[config.mk]
export PLATFORM = sky130hd
export DESIGN_NAME = packet_switch_avmm_csr_initiator
export DESIGN_NICKNAME = d
export VERILOG_FILES = /design/src/rtl/packet_switch_pkg.sv /design/src/rtl/packet_switch_avmm_rsp_timer.sv /design/src/rtl/packet_switch_avmm_csr_initiator.sv
export SDC_FILE = /design/constraint.sdc
export NUM_CORES = 1
export LEC_CHECK = 0
export ABC_AREA = 0
export BUFFER_PORTS_ARGS = -buffer_cell sky130_fd_sc_hd__buf_2
export CORE_MARGIN = 2
export CORE_UTILIZATION = 49
export CTS_CLUSTER_SIZE = 8
export DETAILED_ROUTE_END_ITERATION = 10
export PLACE_DENSITY = 0.82
export SLEW_MARGIN = 25
export SYNTH_ARGS = -nofsm -noshare
export SYNTH_HDL_FRONTEND = slang
export SYNTH_SLANG_ARGS = --single-unit
[constraint.sdc]
create_clock -name clk -period 2.2 [get_ports clk]
set_input_delay 0.66 -clock clk [delete_from_list [all_inputs] [get_ports clk]]
set_output_delay 0.66 -clock clk [all_outputs]
set_load 0.02 [all_outputs]
[src/rtl/packet_switch_pkg.sv]
// Shared types for the packet-switch AVMM CSR initiator: FSM states and response status codes.
package packet_switch_pkg;

   typedef enum logic [1:0] {
      S_IDLE    = 2'd0,
      S_REQ     = 2'd1,
      S_WAIT_RD = 2'd2,
      S_RESP    = 2'd3
   } state_t;

   typedef enum logic [1:0] {
      RSP_OK        = 2'd0,
      RSP_RANGE_ERR = 2'd1,
      RSP_TIMEOUT   = 2'd2
   } rsp_status_t;

   localparam logic [7:0] STRAY_MAX = 8'hFF;

   // Window check done in 33 bits so base+size cannot wrap.
   function automatic logic addr_in_window(input logic [31:0] addr,
                                           input logic [31:0] base,
                                           input logic [31:0] size);
      logic [32:0] lim;
      lim = {1'b0, base} + {1'b0, size};
      return (addr >= base) && ({1'b0, addr} < lim);
   endfunction

endpackage

[src/rtl/packet_switch_avmm_rsp_timer.sv]
// Transaction timeout timer: down-counter loaded on clear, expires at terminal count zero.
module packet_switch_avmm_rsp_timer #(
   parameter int TIMEOUT_CYC = 64
) (
   input  logic clk,
   input  logic rst_n,
   input  logic clr,
   input  logic en,
   output logic expired
);

   localparam int CW = $clog2(TIMEOUT_CYC);
   localparam logic [CW-1:0] LOAD = CW'(TIMEOUT_CYC - 1);

   logic [CW-1:0] cnt;

   always_ff @(posedge clk or negedge rst_n) begin
      if (!rst_n) begin
         cnt <= '0;
      end else if (clr) begin
         cnt <= LOAD;
      end else if (en && (cnt != '0)) begin
         cnt <= cnt - CW'(1);
      end
   end

   // Zero is reached in the TIMEOUT_CYC-th enabled cycle after a clear.
   assign expired = (cnt == '0);

endmodule

[src/rtl/packet_switch_avmm_csr_initiator.sv]
// Single-outstanding AVMM initiator: one command in, one bus cycle (if in range), one response out.
//
//   state     | meaning
//   ----------+-----------------------------------------------------------
//   S_IDLE    | cmd_ready high, waiting for a command
//   S_REQ     | avmm_read/avmm_write asserted, held while waitrequest
//   S_WAIT_RD | read accepted, waiting for readdata_valid
//   S_RESP    | rsp_valid high, waiting for rsp_ready
module packet_switch_avmm_csr_initiator
   import packet_switch_pkg::*;
#(
   parameter int BASE_ADDR   = 'h0,
   parameter int MAX_ADDR    = 'h8,
   parameter int ADDR_WIDTH  = 8,
   parameter int DATA_WIDTH  = 32,
   parameter int TIMEOUT_CYC = 64
) (
   input  logic                    clk,
   input  logic                    rst_n,

   input  logic                    cmd_valid,
   output logic                    cmd_ready,
   input  logic                    cmd_write,
   input  logic [ADDR_WIDTH-1:0]   cmd_address,
   input  logic [DATA_WIDTH-1:0]   cmd_writedata,
   input  logic [DATA_WIDTH/8-1:0] cmd_byteenable,

   output logic                    rsp_valid,
   input  logic                    rsp_ready,
   output logic [DATA_WIDTH-1:0]   rsp_readdata,
   output logic [1:0]              rsp_status,

   output logic [ADDR_WIDTH-1:0]   avmm_address,
   output logic                    avmm_read,
   output logic                    avmm_write,
   output logic [DATA_WIDTH-1:0]   avmm_writedata,
   output logic [DATA_WIDTH/8-1:0] avmm_byteenable,
   input  logic                    avmm_waitrequest,
   input  logic [DATA_WIDTH-1:0]   avmm_readdata,
   input  logic                    avmm_readdata_valid,

   output logic [7:0]              stray_rdv_cnt,
   output logic                    busy
);

   state_t                  state, state_next;
   logic [ADDR_WIDTH-1:0]   addr_q;
   logic [DATA_WIDTH-1:0]   wdata_q;
   logic [DATA_WIDTH/8-1:0] be_q;
   logic                    write_q;
   logic [DATA_WIDTH-1:0]   rsp_data_q, rsp_data_d;
   rsp_status_t             rsp_status_q, rsp_status_d;
   logic [7:0]              stray_q;
   logic                    cmd_ready_q;

   logic load_cmd, set_rsp, stray_hit;
   logic timer_clr, timer_en, timer_expired;
   logic cmd_in_range;

   assign cmd_in_range = addr_in_window(32'(cmd_address), 32'(BASE_ADDR), 32'(MAX_ADDR));

   packet_switch_avmm_rsp_timer #(
      .TIMEOUT_CYC(TIMEOUT_CYC)
   ) u_timer (
      .clk     (clk),
      .rst_n   (rst_n),
      .clr     (timer_clr),
      .en      (timer_en),
      .expired (timer_expired)
   );

   always_ff @(posedge clk or negedge rst_n) begin
      if (!rst_n) begin
         state <= S_IDLE;
      end else begin
         state <= state_next;
      end
   end

   always_comb begin
      state_next   = state;
      load_cmd     = 1'b0;
      set_rsp      = 1'b0;
      stray_hit    = 1'b0;
      timer_clr    = 1'b0;
      rsp_data_d   = '0;
      rsp_status_d = RSP_OK;
      timer_en     = (state == S_REQ) || (state == S_WAIT_RD);

      unique case (state)
         S_IDLE: begin
            stray_hit = avmm_readdata_valid;
            if (cmd_valid && cmd_ready_q) begin
               load_cmd = 1'b1;
               if (cmd_in_range) begin
                  state_next = S_REQ;
                  timer_clr  = 1'b1;
               end else begin
                  state_next   = S_RESP;
                  set_rsp      = 1'b1;
                  rsp_status_d = RSP_RANGE_ERR;
               end
            end
         end
         S_REQ: begin
            if (write_q) begin
               stray_hit = avmm_readdata_valid;
               if (!avmm_waitrequest) begin
                  state_next = S_RESP;
                  set_rsp    = 1'b1;
               end else if (timer_expired) begin
                  state_next   = S_RESP;
                  set_rsp      = 1'b1;
                  rsp_status_d = RSP_TIMEOUT;
               end
            end else begin
               // Data arriving with the accept wins over a coincident expiry.
               if (!avmm_waitrequest && avmm_readdata_valid) begin
                  state_next = S_RESP;
                  set_rsp    = 1'b1;
                  rsp_data_d = avmm_readdata;
               end else if (timer_expired) begin
                  state_next   = S_RESP;
                  set_rsp      = 1'b1;
                  rsp_status_d = RSP_TIMEOUT;
               end else if (!avmm_waitrequest) begin
                  state_next = S_WAIT_RD;
               end
            end
         end
         S_WAIT_RD: begin
            if (avmm_readdata_valid) begin
               state_next = S_RESP;
               set_rsp    = 1'b1;
               rsp_data_d = avmm_readdata;
            end else if (timer_expired) begin
               state_next   = S_RESP;
               set_rsp      = 1'b1;
               rsp_status_d = RSP_TIMEOUT;
            end
         end
         S_RESP: begin
            stray_hit = avmm_readdata_valid;
            if (rsp_ready) begin
               state_next = S_IDLE;
            end
         end
         default: state_next = S_IDLE;
      endcase
   end

   always_ff @(posedge clk or negedge rst_n) begin
      if (!rst_n) begin
         addr_q       <= '0;
         wdata_q      <= '0;
         be_q         <= '0;
         write_q      <= 1'b0;
         rsp_data_q   <= '0;
         rsp_status_q <= RSP_OK;
         stray_q      <= '0;
         cmd_ready_q  <= 1'b0;
      end else begin
         if (load_cmd) begin
            addr_q  <= cmd_address;
            wdata_q <= cmd_writedata;
            be_q    <= cmd_byteenable;
            write_q <= cmd_write;
         end
         if (set_rsp) begin
            rsp_data_q   <= rsp_data_d;
            rsp_status_q <= rsp_status_d;
         end
         if (stray_hit && (stray_q != STRAY_MAX)) begin
            stray_q <= stray_q + 8'd1;
         end
         cmd_ready_q <= (state_next == S_IDLE);
      end
   end

   assign cmd_ready       = cmd_ready_q;
   assign rsp_valid       = (state == S_RESP);
   assign rsp_readdata    = rsp_data_q;
   assign rsp_status      = rsp_status_q;
   assign avmm_address    = addr_q;
   assign avmm_writedata  = wdata_q;
   assign avmm_byteenable = be_q;
   assign avmm_read       = (state == S_REQ) && !write_q;
   assign avmm_write      = (state == S_REQ) && write_q;
   assign stray_rdv_cnt   = stray_q;
   assign busy            = (state != S_IDLE);

endmodule

==> results of run 1 <==
-- registers in the layout (all words and copies together), names as in the netlist, 2 cells and up --
name,cells
state,2
avmm_writedata,32
avmm_byteenable,4
avmm_address,8
u_timer.cnt,6
rsp_status,2
rsp_readdata,32
stray_rdv_cnt,8
-- metal layers --
layer  wire length (um)  share of wire, %  GRT usage (%)
met1               4550                40           29.3
met2               5560                49           39.1
met3               1020               9.0           7.17
met4                158               1.4           8.32
met5                  0                 0              0
-- critical path: cells and delay by family, from the launching register on --
family / cells / cell delay [ns]
buffers and inverters: 2 / 0.29
adder cells (fa/ha/maj): 1 / 0.19
AND/OR/NAND/NOR: 1 / 0.17
flip-flops: 1 / 0.43
-- worst max path at each step --
stage                       start  slack (ns)                    endpoint  cells after the start
2_1_floorplan      cmd_address[6]        0.29  u_timer.cnt[5]$_DFFE_PN0P_                      4
3_5_place_dp       cmd_address[6]        0.08  u_timer.cnt[5]$_DFFE_PN0P_                      5
5_1_grt        state[1]$_DFF_PN0_        0.01                   avmm_read                      4
3_3_place_gp       cmd_address[6]        0.13  u_timer.cnt[5]$_DFFE_PN0P_                      5
6_report       state[1]$_DFF_PN0_         0.1                   avmm_read                      4
4_1_cts        state[1]$_DFF_PN0_        0.05                   avmm_read                      4
-- power breakdown --
part / switching (mW) / internal [mW] / leakage [nW]
combinational: 2.59 / 1.71 / 1.53
sequential: 0.627 / 2.63 / 1.17
clock: 0.672 / 0.472 / 0.102
-- synthesized netlist by cell type (2+ instances only) --
cell type,instances
o2111ai_1,33
o211ai_1,3
a31oi_1,2
clkbuf_1,6
a211o_1,2
nor4_1,3
o31ai_1,2
mux2_2,46
inv_1,10
nand3_1,6
dfrtp_1,96
o21ai_0,6
nand2_1,45
a21oi_1,4
ha_1,7
nand2b_1,3
buf_4,3
a22oi_1,32
nor2_1,6
buf_2,14
nor3_1,7
xor2_1,8
or3_1,3
buf_8,3
xnor2_1,2
o21a_1,2
-- logic make-up (layout without fill, tap and decap cells) --
family,Yosys count,after routing
buffers and inverters,38,215
AOI/OAI and AO/OA,93,93
xor gates and xnor gates,10,10
muxes,46,46
DFF,96,96
and+or+nand+nor,85,85
adders and majority gates,7,7
-- area by class of cell --
type / count / area, um^2
inverter: 11 / 41.3
clock inverter: 6 / 60.1
clock buffer: 10 / 138
multi-input combinational: 241 / 1860
sequential: 96 / 2400
timing repair buffer: 188 / 1060
tap: 108 / 135
fill: 698 / 3070
-- repair_timing --
| action | 4_1_cts | 5_1_grt |
|---|---|---|
| gates resized for setup | 3 | 4 |
| hold buffers | 0 | 0 |
| setup endpoints to repair | 2 | 6 |
-- layout by cell type (no fill, tap or decap), drive strengths merged, types with 2 or more instances in the layout --
master,instances
nor4,3
clkbuf,10
dfrtp,96
nor2,6
inv,13
mux2,46
buf,188
a211o,2
o31ai,2
nand2b,3
nand3,6
o211ai,3
a22oi,32
a21oi,4
or3b,2
o2111ai,33
ha,7
a211oi,2
a31oi,2
or3,3
clkinv,4
xor2,8
o21a,2
and3,2
nor3,7
xnor2,2
nand2,45
o21ai,7
==> metrics.txt, run 1 <==
Arrival @ worst endpoint ~1.4 ns; Max VDD drop between 0.8 and 0.9 mV; Setup crit end kind output pin; final count of negative-setup-slack endpoints 0; Max Clock Freq approximately 480 MHz; leakage dissipation about 2.8 nW; post-synth cell types 47; largest net degree at the start of global routing 40; antenna violations before repair 0; Die H between 90 and 100 um; P&R area growth vs syn 28.2%; Post-synth EDFFs 0; Crit Reg-Reg Startpoint u_timer.cnt[0]$_DFFE_PN0P_; Initial Utilization between 50% and 60%; Slew Viols, Final 0; Post-Synth Adder-Cell Area a little under 2%; Setup Skew between 0.01 and 0.015 ns; hold slack approximately 0.27 ns; routed length per instance about 17 um; post-route cell area about 5700 um^2; Final Cycle Share 95.5%; max incr delay on CP roughly 0.43 ns; largest fanout on the critical path 9; All-Layer GR Usage between 20% and 30%; Power Density roughly 1500 nW/um^2; Hold Crit Class in2async; 1st-iter DRT viols ~150; IO Pins 174; synthesis warning total 0; # H-tree levels 3; Worst setup SP type flop; grt total ovfl 0; Detailed Place HPWL ~8000 um; Die Wd just under 100 um; first-pass GRT wire length about 19000 um; vias in the first global route slightly below 4000; max_cap viols 0; Hold Fails Final Rpt 0; status completed; Final Util between 60% and 70%; clock tree sinks 96; TritonCTS clock tree done; Pre-antenna DRT Iters 4; minimum clock period after layout 2.10 ns; instance area after placement 5480 um^2; Pwr Total between 8 and 9 mW; Syn Inst Count roughly 380; # rows 34; FFs w/ async S/R, synth 100%; Root Buffer clkbuf_8; CTS buffer count 9; Max-slew headroom between 60% and 70%; Post-Syn Area 4440 um^2; Simple-Gate Fraction of Synth Area a little under a tenth; mux cell area share after synthesis between 10% and 20%; Setup Buffers After CTS 0; worst setup margin 0.0999 ns; Most used DFF post-synth dfrtp_1; # DRC 0; worst path cell trace inv_2 > ha_4 > nor2b_2 > buf_4; r2r setup slk approximately 0.16 ns; antenna cell count 0; worst slack at placement around 0.084 ns; Synth Area per Inst between 10 and 15 um^2; Synth Area in Compound Gates between 10% and 20%; vias per inst 5.69; reg-to-reg endpoint rsp_status[0]$_DFFE_PN0P_; share of layout cells above drive strength 1 47.5%; largest area contributor in the netlist dfrtp_1; synthesis-stage register bit count 96; R2R depth 7; cell total after placement 644; unrepaired setup endpoints after global routing no; largest family of logic cells by synthesized area compound AO/OA/AOI/OAI gates; WL final roughly 11000 um; syn nets about 470; WP data required approximately 1.5 ns; post-synthesis xor/xnor area fraction under 10%; synth top area cells dfrtp_1, mux2_2, o2111ai_1; vias approximately 3800; Core Footprint roughly 9000 um^2; die area 9840 um^2; CTS clk-pin slew, worst paths about 0.1 ns; kind of critical path reg2out; highest-delay cell along the critical path dfrtp_1; share of the synthesized area in the top cell type 54.1%; routability congestion estimate from global placement ~0.87; Nets 637; Worst-Margin Slew 0.581 ns; buffers added on ports 173; Clock Latency Late Sink about 0.36 ns; antenna-violating nets left 0; maximum clock path buffer count 2; sequential area share after synthesis roughly 54%; final setup TNS 0 ns; post-route insts no fill 660
Power figures use the tool's default switching activity.
==> run 2: changes to the inputs <==
RECOVER_POWER = 100   (was unset)
TNS_END_PERCENT = 1   (was unset)
==> run 2 against run 1 <==
  * Sequential power is essentially flat
  * Core utilization shrank 1.9 points
  * Largest cell class unchanged
  * Sequential share of layout area grew 1.3 points
  * Clock skew shrank 0.0012 ns
  * Die area is the same
  * Critical path depth is the same
  * Maximum frequency shrank 0.33%
  * Non-clock buffer count is the same
  * Worst setup slack lost 0.0071 ns
  * Combinational power shrank 5.8%
  * Global-route usage is the same
==> metrics.txt, run 2 (same netlist as run 1, synthesis figures left out) <==
WL final 11300 um (+0.22%); WP data required 1.54 ns (about the same); IO Pins 174 (unchanged); Root Buffer clkbuf_8; maximum clock path buffer count 2 (unchanged); instance area after placement 5480 um^2 (unchanged); Pre-antenna DRT Iters 4 (unchanged); antenna-violating nets left 0 (unchanged); Max VDD drop 0.862 mV (-1.1%); Hold Crit Class in2async; 1st-iter DRT viols 158 (+3.3%); post-route insts no fill 660 (unchanged); Slew Viols, Final 0 (unchanged); grt total ovfl 0 (unchanged); Max Clock Freq 475 MHz (-0.33%); Worst setup SP type flop; Power Density 1530 nW/um^2 (+0.33%); Max-slew headroom 31.8% (-28 points); first-pass GRT wire length 18800 um (unchanged); antenna cell count 0 (unchanged); Setup Skew 0.0112 ns (-0.00118 ns); reg-to-reg endpoint rsp_readdata[13]$_DFFE_PN0P_; Initial Utilization 50.7% (unchanged); vias 3778 (+0.67%); Setup crit start state[1]$_DFF_PN0_; status completed; share of layout cells above drive strength 1 31.0% (-16 points); vias in the first global route 3881 (unchanged); CTS buffer count 9 (unchanged); unrepaired setup endpoints after global routing no; CTS Hold Bufs 0 (unchanged); buffers added on ports 173 (unchanged); final count of negative-setup-slack endpoints 0 (unchanged); post-route cell area 5530 um^2 (-3.0%); Arrival @ worst endpoint 1.45 ns (about the same); Nets 637 (unchanged); minimum clock period after layout 2.11 ns (+0.00706 ns); leakage dissipation 2.50 nW (-11%); # H-tree levels 3 (unchanged); die area 9840 um^2 (unchanged); Clock Latency Late Sink 0.36 ns (about the same); All-Layer GR Usage 23.5% (unchanged); # rows 34 (unchanged); routed length per instance 17.1 um (+0.22%); kind of critical path reg2out; P&R area growth vs syn 24.4%; cell total after placement 644 (unchanged); Crit Reg-Reg Startpoint state[0]$_DFF_PN0_; Setup crit end kind output pin; CTS clk-pin slew, worst paths 0.10 ns (about the same); antenna violations before repair 0 (unchanged); Setup Buffers After CTS 0 (unchanged); clock tree sinks 96 (unchanged); most frequent cells in the layout dfrtp_1, clkbuf_1, buf_2; Worst-Margin Slew 1.02 ns (+0.442 ns); Hold Fails Final Rpt 0 (unchanged); routability congestion estimate from global placement 0.867 (unchanged); R2R depth 8 (+1); r2r setup slk 0.14 ns (-0.02 ns); Final Cycle Share 95.8% (+0.32 points); final setup TNS 0 ns (unchanged); vias per inst 5.72 (+0.67%); Die Wd 99.2 um (unchanged); Setup crit end avmm_read; Die H 99.2 um (unchanged); Detailed Place HPWL 8030 um (unchanged); # DRC 0 (unchanged); largest net degree at the start of global routing 40 (unchanged); max_cap viols 0 (unchanged); TritonCTS clock tree done; commonest non-fill, non-tap cell in the layout dfrtp_1; Core Footprint 8760 um^2 (unchanged); largest fanout on the critical path 9 (unchanged)
run 2: changes by cell type in the layout (fill, tap and decap cells not counted):
cell / change
buf_2: -90
clkbuf_2: +6
clkbuf_4: +2
and2_0: +1
buf_4: -6
clkbuf_1: +91
buf_12: -3
and2_1: -1
run 2: stage by stage:
stage | power, mW | setup slack (ns) | util, % | hold WS [ns]
floorplan | 6.04 | 0.294 | - | 0.364
global placement | 7.39 | 0.128 | 62.5 | 0.473
detailed placement | 7.57 | 0.0841 | 62.5 | 0.485
CTS | 8.77 | 0.0501 | 64.9 | 0.272
global route | 9.07 | 0.0107 | 63.1 | 0.498
finish | 8.48 | 0.0929 | 63.1 | 0.452
run 2: routing by layer:
layer	global-route usage (%)	share of wire (%)	wire [um]
met2	39.1	49	5580
met5	0	0	0
met3	7.17	8.8	995
met1	29.3	40	4570
met4	8.32	1.4	158
run 2: cell type report:
class	instances	area (um^2)
fillers	753	3240
inverters	11	41.3
clock buffers	10	138
multi-input cells	241	1860
clock inverters	6	60.1
repair buffers	188	893
flip-flops and latches	96	2400
well taps	108	135
run 2: power by group:
part	switching, mW	internal [mW]	leakage [nW]	total (mW)
registers	0.646	2.63	1.17	3.27
logic	2.59	1.46	1.22	4.06
clock network	0.674	0.472	0.102	1.15
run 2: worst min-delay path by stage:
stage,start,endpoint,cells after the start
after floorplan,rst_n,avmm_address[0]$_DFFE_PN0P_,0
after global placement,stray_rdv_cnt[5]$_DFFE_PN0P_,stray_rdv_cnt[5]$_DFFE_PN0P_,1
after detailed placement,stray_rdv_cnt[5]$_DFFE_PN0P_,stray_rdv_cnt[5]$_DFFE_PN0P_,1
after CTS,rst_n,rsp_readdata[4]$_DFFE_PN0P_,1
after global routing,rst_n,rsp_readdata[5]$_DFFE_PN0P_,1
final,rst_n,rsp_readdata[4]$_DFFE_PN0P_,1
run 2: worst max-delay path, stage by stage, from the launching register on:
cell and delay (ns):
dfrtp_1 0.43, inv_2 0.13, ha_4 0.20, nor2b_2 0.17, buf_4 0.15
run 2: timing repair:
item	in CTS	in global routing
setup endpoints to repair	2	6
pin swaps	0	0
resized for setup	3	4
